$ cat src/rtl/apb_master_mux.sv
// APB requester driving NSLV address-decoded slaves from a valid/ready request port.
// One transfer in flight; completion reported on a single-cycle response strobe.
module apb_master_mux #(
  parameter int unsigned ADDR_W  = 32,
  parameter int unsigned DATA_W  = 32,
  parameter int unsigned NSLV    = 4,
  parameter int unsigned SLV_AW  = 8,
  parameter int unsigned TIMEOUT = 16
) (
  input  logic                   pclk,
  input  logic                   prst,
  input  logic                   req_valid,
  output logic                   req_ready,
  input  logic                   req_write,
  input  logic [ADDR_W-1:0]      req_addr,
  input  logic [DATA_W-1:0]      req_wdata,
  output logic                   rsp_valid,
  output logic [DATA_W-1:0]      rsp_rdata,
  output logic                   rsp_err,
  output logic [NSLV-1:0]        psel,
  output logic                   penable,
  output logic                   pwrite,
  output logic [ADDR_W-1:0]      paddr,
  output logic [DATA_W-1:0]      pwdata,
  input  logic [NSLV*DATA_W-1:0] prdata_s,
  input  logic [NSLV-1:0]        pready_s,
  input  logic [NSLV-1:0]        pslverr_s
);

  localparam int unsigned IDX_W  = (NSLV > 1) ? $clog2(NSLV) : 1;
  localparam int unsigned HI_LSB = SLV_AW + IDX_W;
  localparam int unsigned CNT_W  = (TIMEOUT > 0) ? $clog2(TIMEOUT + 1) : 1;
  localparam logic [CNT_W-1:0] TO_LAST = CNT_W'((TIMEOUT == 0) ? 0 : TIMEOUT - 1);

  typedef enum logic [1:0] {
    IDLE   = 2'd0,
    SETUP  = 2'd1,
    ACCESS = 2'd2
  } state_e;

  state_e              state_q, state_d;
  logic [NSLV-1:0]     psel_q, psel_d;
  logic                penable_q, penable_d;
  logic                pwrite_q, pwrite_d;
  logic [ADDR_W-1:0]   paddr_q, paddr_d;
  logic [DATA_W-1:0]   pwdata_q, pwdata_d;
  logic                rsp_valid_q, rsp_valid_d;
  logic [DATA_W-1:0]   rsp_rdata_q, rsp_rdata_d;
  logic                rsp_err_q, rsp_err_d;
  logic [CNT_W-1:0]    cnt_q, cnt_d;

  logic [IDX_W-1:0]    req_idx;
  logic [NSLV-1:0]     req_sel;
  logic                dec_err;
  logic                sel_ready;
  logic                sel_err;
  logic [DATA_W-1:0]   sel_rdata;

  // Address decode of the incoming request; out-of-range index or stray high bits is an error.
  always_comb begin
    req_idx = req_addr[SLV_AW +: IDX_W];
    req_sel = '0;
    for (int k = 0; k < NSLV; k++) begin
      req_sel[k] = (req_idx == IDX_W'(k));
    end
    dec_err = ~(|req_sel) | (|(req_addr >> HI_LSB));
  end

  // Only the selected slave's handshake/data is observed.
  always_comb begin
    sel_ready = 1'b0;
    sel_err   = 1'b0;
    sel_rdata = '0;
    for (int k = 0; k < NSLV; k++) begin
      if (psel_q[k]) begin
        sel_ready = pready_s[k];
        sel_err   = pslverr_s[k];
        sel_rdata = prdata_s[k*DATA_W +: DATA_W];
      end
    end
  end

  always_comb begin
    state_d     = state_q;
    psel_d      = psel_q;
    penable_d   = penable_q;
    pwrite_d    = pwrite_q;
    paddr_d     = paddr_q;
    pwdata_d    = pwdata_q;
    rsp_valid_d = 1'b0;
    rsp_rdata_d = rsp_rdata_q;
    rsp_err_d   = rsp_err_q;
    cnt_d       = cnt_q;

    unique case (state_q)
      IDLE: begin
        if (req_valid) begin
          paddr_d  = req_addr;
          pwdata_d = req_wdata;
          pwrite_d = req_write;
          if (dec_err) begin
            rsp_valid_d = 1'b1;
            rsp_err_d   = 1'b1;
            rsp_rdata_d = '0;
          end else begin
            psel_d    = req_sel;
            penable_d = 1'b0;
            cnt_d     = '0;
            state_d   = SETUP;
          end
        end
      end
      SETUP: begin
        penable_d = 1'b1;
        state_d   = ACCESS;
      end
      ACCESS: begin
        if (sel_ready) begin
          rsp_valid_d = 1'b1;
          rsp_err_d   = sel_err;
          rsp_rdata_d = (!pwrite_q && !sel_err) ? sel_rdata : '0;
          psel_d      = '0;
          penable_d   = 1'b0;
          state_d     = IDLE;
        end else if ((TIMEOUT != 0) && (cnt_q == TO_LAST)) begin
          rsp_valid_d = 1'b1;
          rsp_err_d   = 1'b1;
          rsp_rdata_d = '0;
          psel_d      = '0;
          penable_d   = 1'b0;
          cnt_d       = '0;
          state_d     = IDLE;
        end else begin
          cnt_d = cnt_q + CNT_W'(1);
        end
      end
      default: begin
        psel_d    = '0;
        penable_d = 1'b0;
        state_d   = IDLE;
      end
    endcase
  end

  always_ff @(posedge pclk or negedge prst) begin
    if (!prst) begin
      state_q     <= IDLE;
      psel_q      <= '0;
      penable_q   <= 1'b0;
      pwrite_q    <= 1'b0;
      paddr_q     <= '0;
      pwdata_q    <= '0;
      rsp_valid_q <= 1'b0;
      rsp_rdata_q <= '0;
      rsp_err_q   <= 1'b0;
      cnt_q       <= '0;
    end else begin
      state_q     <= state_d;
      psel_q      <= psel_d;
      penable_q   <= penable_d;
      pwrite_q    <= pwrite_d;
      paddr_q     <= paddr_d;
      pwdata_q    <= pwdata_d;
      rsp_valid_q <= rsp_valid_d;
      rsp_rdata_q <= rsp_rdata_d;
      rsp_err_q   <= rsp_err_d;
      cnt_q       <= cnt_d;
    end
  end

  assign req_ready = (state_q == IDLE);
  assign psel      = psel_q;
  assign penable   = penable_q;
  assign pwrite    = pwrite_q;
  assign paddr     = paddr_q;
  assign pwdata    = pwdata_q;
  assign rsp_valid = rsp_valid_q;
  assign rsp_rdata = rsp_rdata_q;
  assign rsp_err   = rsp_err_q;

endmodule

$ cat config.mk
export PLATFORM = sky130hd
export DESIGN_NAME = apb_master_mux
export DESIGN_NICKNAME = d
export VERILOG_FILES = /design/src/rtl/apb_master_mux.sv
export SDC_FILE = /design/constraint.sdc
export NUM_CORES = 1
export LEC_CHECK = 0
export ABC_AREA = 1
export CAP_MARGIN = 40
export CORE_MARGIN = 2
export CORE_UTILIZATION = 34
export CTS_CLUSTER_DIAMETER = 150
export DETAILED_ROUTE_END_ITERATION = 12
export PLACE_DENSITY = 0.72
export RECOVER_POWER = 25
export SLEW_MARGIN = 20
export SYNTH_ARGS = -nofsm -noshare
export SYNTH_HDL_FRONTEND = slang
export SYNTH_SLANG_ARGS = --single-unit
$ cat constraint.sdc
create_clock -name pclk -period 2.2 [get_ports pclk]
set_input_delay 0.33 -clock pclk [delete_from_list [all_inputs] [get_ports pclk]]
set_output_delay 0.33 -clock pclk [all_outputs]
set_load 0.05 [all_outputs]
Word-level counts from Yosys, hierarchy flattened
Index checks and enable logic that the tools add are counted.

Reductions and logical operators: 13. Muxes and demuxes: 48. Equality and inequality tests: 11. $add $sub $neg: 1. Bitwise operators: 3.

Operators with widths (count): 2-to-1 mux 32 bit (9); case mux 32 bit (2 select lines) (1); OR reduction 22 bit (1); 2-to-1 mux 1 bit (20); 2-to-1 mux 5 bit (4); 2-to-1 mux 4 bit (4); case mux 4 bit (3 select lines) (1); AND reduction 4 bit (3); case mux 5 bit (2 select lines) (1); 2-to-1 mux 2 bit (4); == test 2 bit (second input constant) (3); != test 2 bit (second input constant) (3); case mux 2 bit (3 select lines) (1); adder 5 x 1 -> 5 bit (second input constant) (1); == test 5 x 4 -> 1 bit (second input constant) (1); == test 2 x 1 -> 1 bit (second input constant) (2); zero test 2 bit (2); case mux 1 bit (2 select lines) (2); OR reduction 4 bit (1); != test 3 bit (second input constant) (1); case mux 1 bit (3 select lines) (1); AND reduction 3 bit (1); zero test 1 bit (2); != test 2 x 1 -> 1 bit (second input constant) (1); other kinds (5) (6).

Bits in registers: 111. Output and inout port bits: 105. Input bits: 204. Word-level logic and storage cells: 86.

Logic depth before layout (Yosys ltp)
Depth in word-level cells: 9. Mapped depth: 11. Gate-level depth less buffers: 10.

Worst setup path after synthesis
OpenSTA, ideal clock, no wires.

Path type: flip-flop to flip-flop. Start point: register psel_q[2], in the netlist psel[2]. End point: register rsp_rdata_q[18], in the netlist rsp_rdata[18]. Path slack: 0.529 ns. Path buffers: 2. Required time: 2.082 ns. Clock period less this slack: 1.671 ns. Library setup time: 0.118 ns. Stages on the path, launching flop included: 12. Arrival: 1.553 ns. Cells stage by stage: dfrtp_1 > buf_6 > inv_4 > nor2_1 > nor2_1 > nand2_2 > nand2_1 > nand2_1 > nor2_4 > buf_6 > nand2_1 > nand2_1.

Cells in the longest elaborated chain, start to end: 7. Elaborated cells on any way between the ends: 13. Classes of those cells: 1 x eq/ne; 9 x mux; 3 x reduce/logical.

RTL lines: from (decl) (RTL line 42) `logic [NSLV-1:0] psel_q, psel_d;`; from (signal assigned) (RTL line 159) `psel_q <= psel_d;`; 2-to-1 mux 1 bit (2 in a row) (RTL line 75) `if (psel_q[k]) begin`; zero test 1 bit (RTL line 121) `rsp_rdata_d = (!pwrite_q && !sel_err) ? sel_rdata : '0;`; logical AND 1 bit (RTL line 121); 2-to-1 mux 32 bit (RTL line 121); 2-to-1 mux 32 bit (RTL line 118) `if (sel_ready) begin`; case mux 32 bit (2 select lines) (RTL line 95) `unique case (state_q)`; to (signal assigned) (RTL line 165) `rsp_rdata_q <= rsp_rdata_d;`; to (decl) (RTL line 48) `logic [DATA_W-1:0] rsp_rdata_q, rsp_rdata_d;`.

Several ways; a longest one is shown, not always the timed one. A chain may end at the register's enable or synchronous reset.

Final worst setup path
Start point: register psel_q[1], in the netlist psel[1]. End point: output psel[1].

RTL lines: to (decl) (RTL line 20) `output logic [NSLV-1:0] psel,`.

No word-level cell between the ends.

==> metrics.csv <==
stage,metric,value,unit
floorplan,area of the core,16000,µm²
global_routing,number of antenna violations at the first check in global routing,0,
clocking,Bufs on Longest Clock Path,2,
layout,area growth from synthesis to layout,65.8,%
power_and_ir_drop,PwrDens,563,nW/µm²
critical_path,family of cells with the greatest summed delay on the critical path,buffers and inverters,
floorplan,Die Footprint,17500,µm²
sta,final critical delay including setup and external delays,2.08,ns
sta,Worst Tran Pin Value,0.846,ns
layout,"commonest cells after routing, fill and taps aside","sky130_fd_sc_hd__nand2_1, sky130_fd_sc_hd__clkdlybuf4s50_1, sky130_fd_sc_hd__dfrtp_1",
global_routing,vias in the first global route,5814,
status,status,finished clean,
sta,Final Setup Violations,0,
yosys,share of flip-flops with an asynchronous set or reset after synthesis,1.00,
layout,"commonest non-fill, non-tap cell in the layout",sky130_fd_sc_hd__nand2_1,
routing,vias after detailed routing,5982,
sta,Hold Fails Final Rpt,0,
routing,DRC violation total after the first TritonRoute iteration,242,
critical_path,Worst setup endpoint,psel[1],
critical_path,Critical Path Source Type,register,
yosys,simple-gate share of the synthesized area,0.326,
clocking,CTS tree,built,
yosys,proportion of synthesized area in mux cells,0,
place,placement-stage worst setup slack,0.238,ns
routing,DRT antenna net count,0,
layout,flip-flop and latch area,2750,µm²
yosys,"Cell Area, Synth",5590,µm²
routing,First-pass DRT Iterations,4,
yosys,instance count of the mapped netlist,769,
power_and_ir_drop,design internal power,0.00363,W
critical_path,crit path kind,register to output port,
sta,Fin Setup TNS,0,ns
critical_path,buffer and inverter count on the worst path,1,
layout,fill cell instance count of the final layout,1514,
routing,Residual DRC,0,
yosys,top cells by area in the synthesized netlist,"sky130_fd_sc_hd__dfrtp_1, sky130_fd_sc_hd__nand2_1, sky130_fd_sc_hd__a21oi_1",
critical_path,maximum single-stage delay on the critical path,0.88,ns
yosys,count of cell types in the netlist,21,
power_and_ir_drop,Worst VDD drop,0.430,mV
critical_path,largest driver fanout on the critical path,7,
yosys,Yosys Warn Count,0,
critical_path,data arrival time of the critical path,1.75,ns
yosys,number of enable flip-flop cells after synthesis,0,
routing,post-DR wirelength/cell,15.3,µm
global_routing,GRT Util Overall,0.223,
power_and_ir_drop,leakage power of the design,4.32,nW
clocking,number of buffers inserted during clock tree synthesis,9,
sta,Fmax,480,MHz
place,final RePlAce weighted congestion,0.821,
critical_path,Crit path required time,1.87,ns
sta,worst max-slew margin expressed relative to the limit,0.436,
power_and_ir_drop,clock network fraction of total power,0.324,
critical_path,slowest cell on the critical path,sky130_fd_sc_hd__clkdlybuf4s50_1,
yosys,largest family of logic cells by synthesized area,simple AND/OR/NAND/NOR gates,
job,number of maximum-capacitance violations,0,
floorplan,number of ports placed on the die boundary,309,
yosys,top-area cell type share of the netlist area,0.492,
layout,Antenna diodes,0,
critical_path,startpoint of the worst register-to-register path,psel[1],
critical_path,register-to-register path setup slack,0.48,ns
global_routing,total congestion overflow,0,
clocking,Worst-path clk slew,0.08,ns
sta,post-route fraction of the period consumed by the critical path,0.947,
power_and_ir_drop,switching fraction of total power,0.304,
yosys,Adder-Cell Fraction of Synth Area,0.00224,
sta,max-slew violation count,0,
power_and_ir_drop,logic gate share of total power,0.252,
clocking,htree depth,3,
routing,sum of routed wire length over all layers,19.6,mm
sta,worst-case clock skew,0.00885,ns
yosys,Avg Synthesized Cell Area,7.27,µm²
floorplan,floorplan die width,132,µm
floorplan,floorplan die height,132,µm
hold_path,Hold/Removal Path Class,register to register,
sta,fin worst setup slack,0.117,ns
global_routing,pin count of the biggest net entering global routing,58,
clocking,worst skew pair latency,0.36,ns
floorplan,row count,46,
global_routing,wire length of the first global-routing pass,31.0,mm
layout,share of cells above drive strength 1,0.0461,
clocking,CTS Root Cell,sky130_fd_sc_hd__clkbuf_16,
critical_path,worst reg2reg endpoint,rsp_rdata[25],
critical_path,cell breakdown of the critical path,clkdlybuf4s50_1,
critical_path,cell depth of the worst flop-to-flop path,10,
layout,# nets final,1265,
power_and_ir_drop,switching power summed over all nets,0.00159,W
place,# placed instances,1264,
power_and_ir_drop,relative contribution of sequential cells to total power,0.424,
yosys,"synthesized-area fraction occupied by ao, oa, aoi and oai cells",0.112,
critical_path,capturing element type of the critical path,output port,
routing,via count normalized by instance count,4.67,
yosys,number of synthesized register bits,110,
critical_path,source of the critical timing path,psel[1],
clocking,clock tree sinks,110,
yosys,cell type contributing the most total cell area after synthesis,sky130_fd_sc_hd__dfrtp_1,
layout,non-filler instance count after layout,1280,
yosys,Synth Flop Type,sky130_fd_sc_hd__dfrtp_1,
place,half-perimeter wire length of the detailed placement result,14.8,mm
critical_path,critical path depth,1,
layout,footprint of the multi-input gates,2470,µm²
sta,RSZ-0062 raised after global routing,false,
yosys,proportion of synthesized chip area in sequential cells,0.492,
place,I/O Buffers,308,
yosys,net count after synthesis,974,
yosys,Synth Area in XOR/XNOR,0.00157,
floorplan,initial core utilization,0.349,
## routing by layer
metal  global-route usage  part of all wire  up-vias  wire length [µm]
met5                    0                 0        -                 0
met1                0.269              0.41     2663              8060
met2                0.363              0.46      261              8940
li1                     -                 -     3026                 -
met3               0.0780              0.10       32              1960
met4               0.0962             0.032        0               619
## power by group through the flow
stage,combinational [W],clock (W),sequential [W]
final,0.00131,0.00169,0.00221
after global routing,0.00140,0.00182,0.00223
after CTS,0.00133,0.00174,0.00221
after detailed placement,0.00133,0,0.00225
after global placement,0.00132,0,0.00225
after floorplan,0.000164,0,0.00267
## cells by family after synthesis
kind of cell / Yosys count
buffers and inverters: 83
adders and majority gates: 1
DFF: 110
and+or+nand+nor: 453
xor gates and xnor gates: 1
AOI/OAI and AO/OA: 121
## synth_stat cells, types with 4 or more instances
cell type                    n
sky130_fd_sc_hd__nand2_2     4
sky130_fd_sc_hd__buf_6       4
sky130_fd_sc_hd__nand2_1   318
sky130_fd_sc_hd__nor3_1      6
sky130_fd_sc_hd__inv_2       4
sky130_fd_sc_hd__dfrtp_1   110
sky130_fd_sc_hd__nand3_1    47
sky130_fd_sc_hd__nand4_1     7
sky130_fd_sc_hd__a21oi_1    91
sky130_fd_sc_hd__nor2_1     66
sky130_fd_sc_hd__clkbuf_1   23
sky130_fd_sc_hd__o211ai_1    8
sky130_fd_sc_hd__buf_2      18
sky130_fd_sc_hd__o21ai_0    22
sky130_fd_sc_hd__inv_1      31
## tightest hold or removal path, delay by kind of cell, from the launching register on
family	cells	cell delay, ns
AND/OR/NAND/NOR	2	0.10
flip-flops	1	0.35
## stage by stage
step	util	cell area, µm²	total power (W)	hold WS, ns
after CTS	0.581	9290	0.00529	0.354
after global placement	0.561	8970	0.00357	0.207
after floorplan	-	5590	0.00284	0.0344
after detailed placement	0.561	8970	0.00357	0.209
final	0.579	9270	0.00521	0.475
after global routing	0.579	9270	0.00544	0.496
## layout make-up
class | instances | share of cell area
repair buffers | 327 | 0.360
flip-flops and latches | 110 | 0.297
multi-input cells | 576 | 0.267
well taps | 216 | 0.0292
clock buffers | 9 | 0.0243
inverters | 36 | 0.0149
clock inverters | 6 | 0.00851
## state kept, by name (all words and copies together) (netlist names)
register   cells
cnt_q          5
psel           4
rsp_err        1
pwdata        32
penable        1
state_q        1
rsp_rdata     32
rsp_valid      1
pwrite         1
paddr         32
## what timing repair did
action / CTS / global route
resized for setup: 0 / 0
endpoints found under the setup margin: 0 / 0
endpoints found under the hold margin: 14 / 0
setup buffers: 0 / 0
hold buffers: 1 / 0
## how the worst min path moves through the flow
stage                        startpoint    endpoint  slack [ns]  cells past startpoint
after floorplan                    prst    cnt_q[0]        0.03                      0
after global placement             prst  pwdata[20]        0.21                      1
final                          paddr[4]    paddr[4]        0.47                      2
after detailed placement           prst  pwdata[20]        0.21                      1
after global routing      req_wdata[12]  pwdata[12]        0.50                      3
after CTS                          prst  pwdata[20]        0.35                      2
No activity file was read; power rests on OpenSTA's default activity.
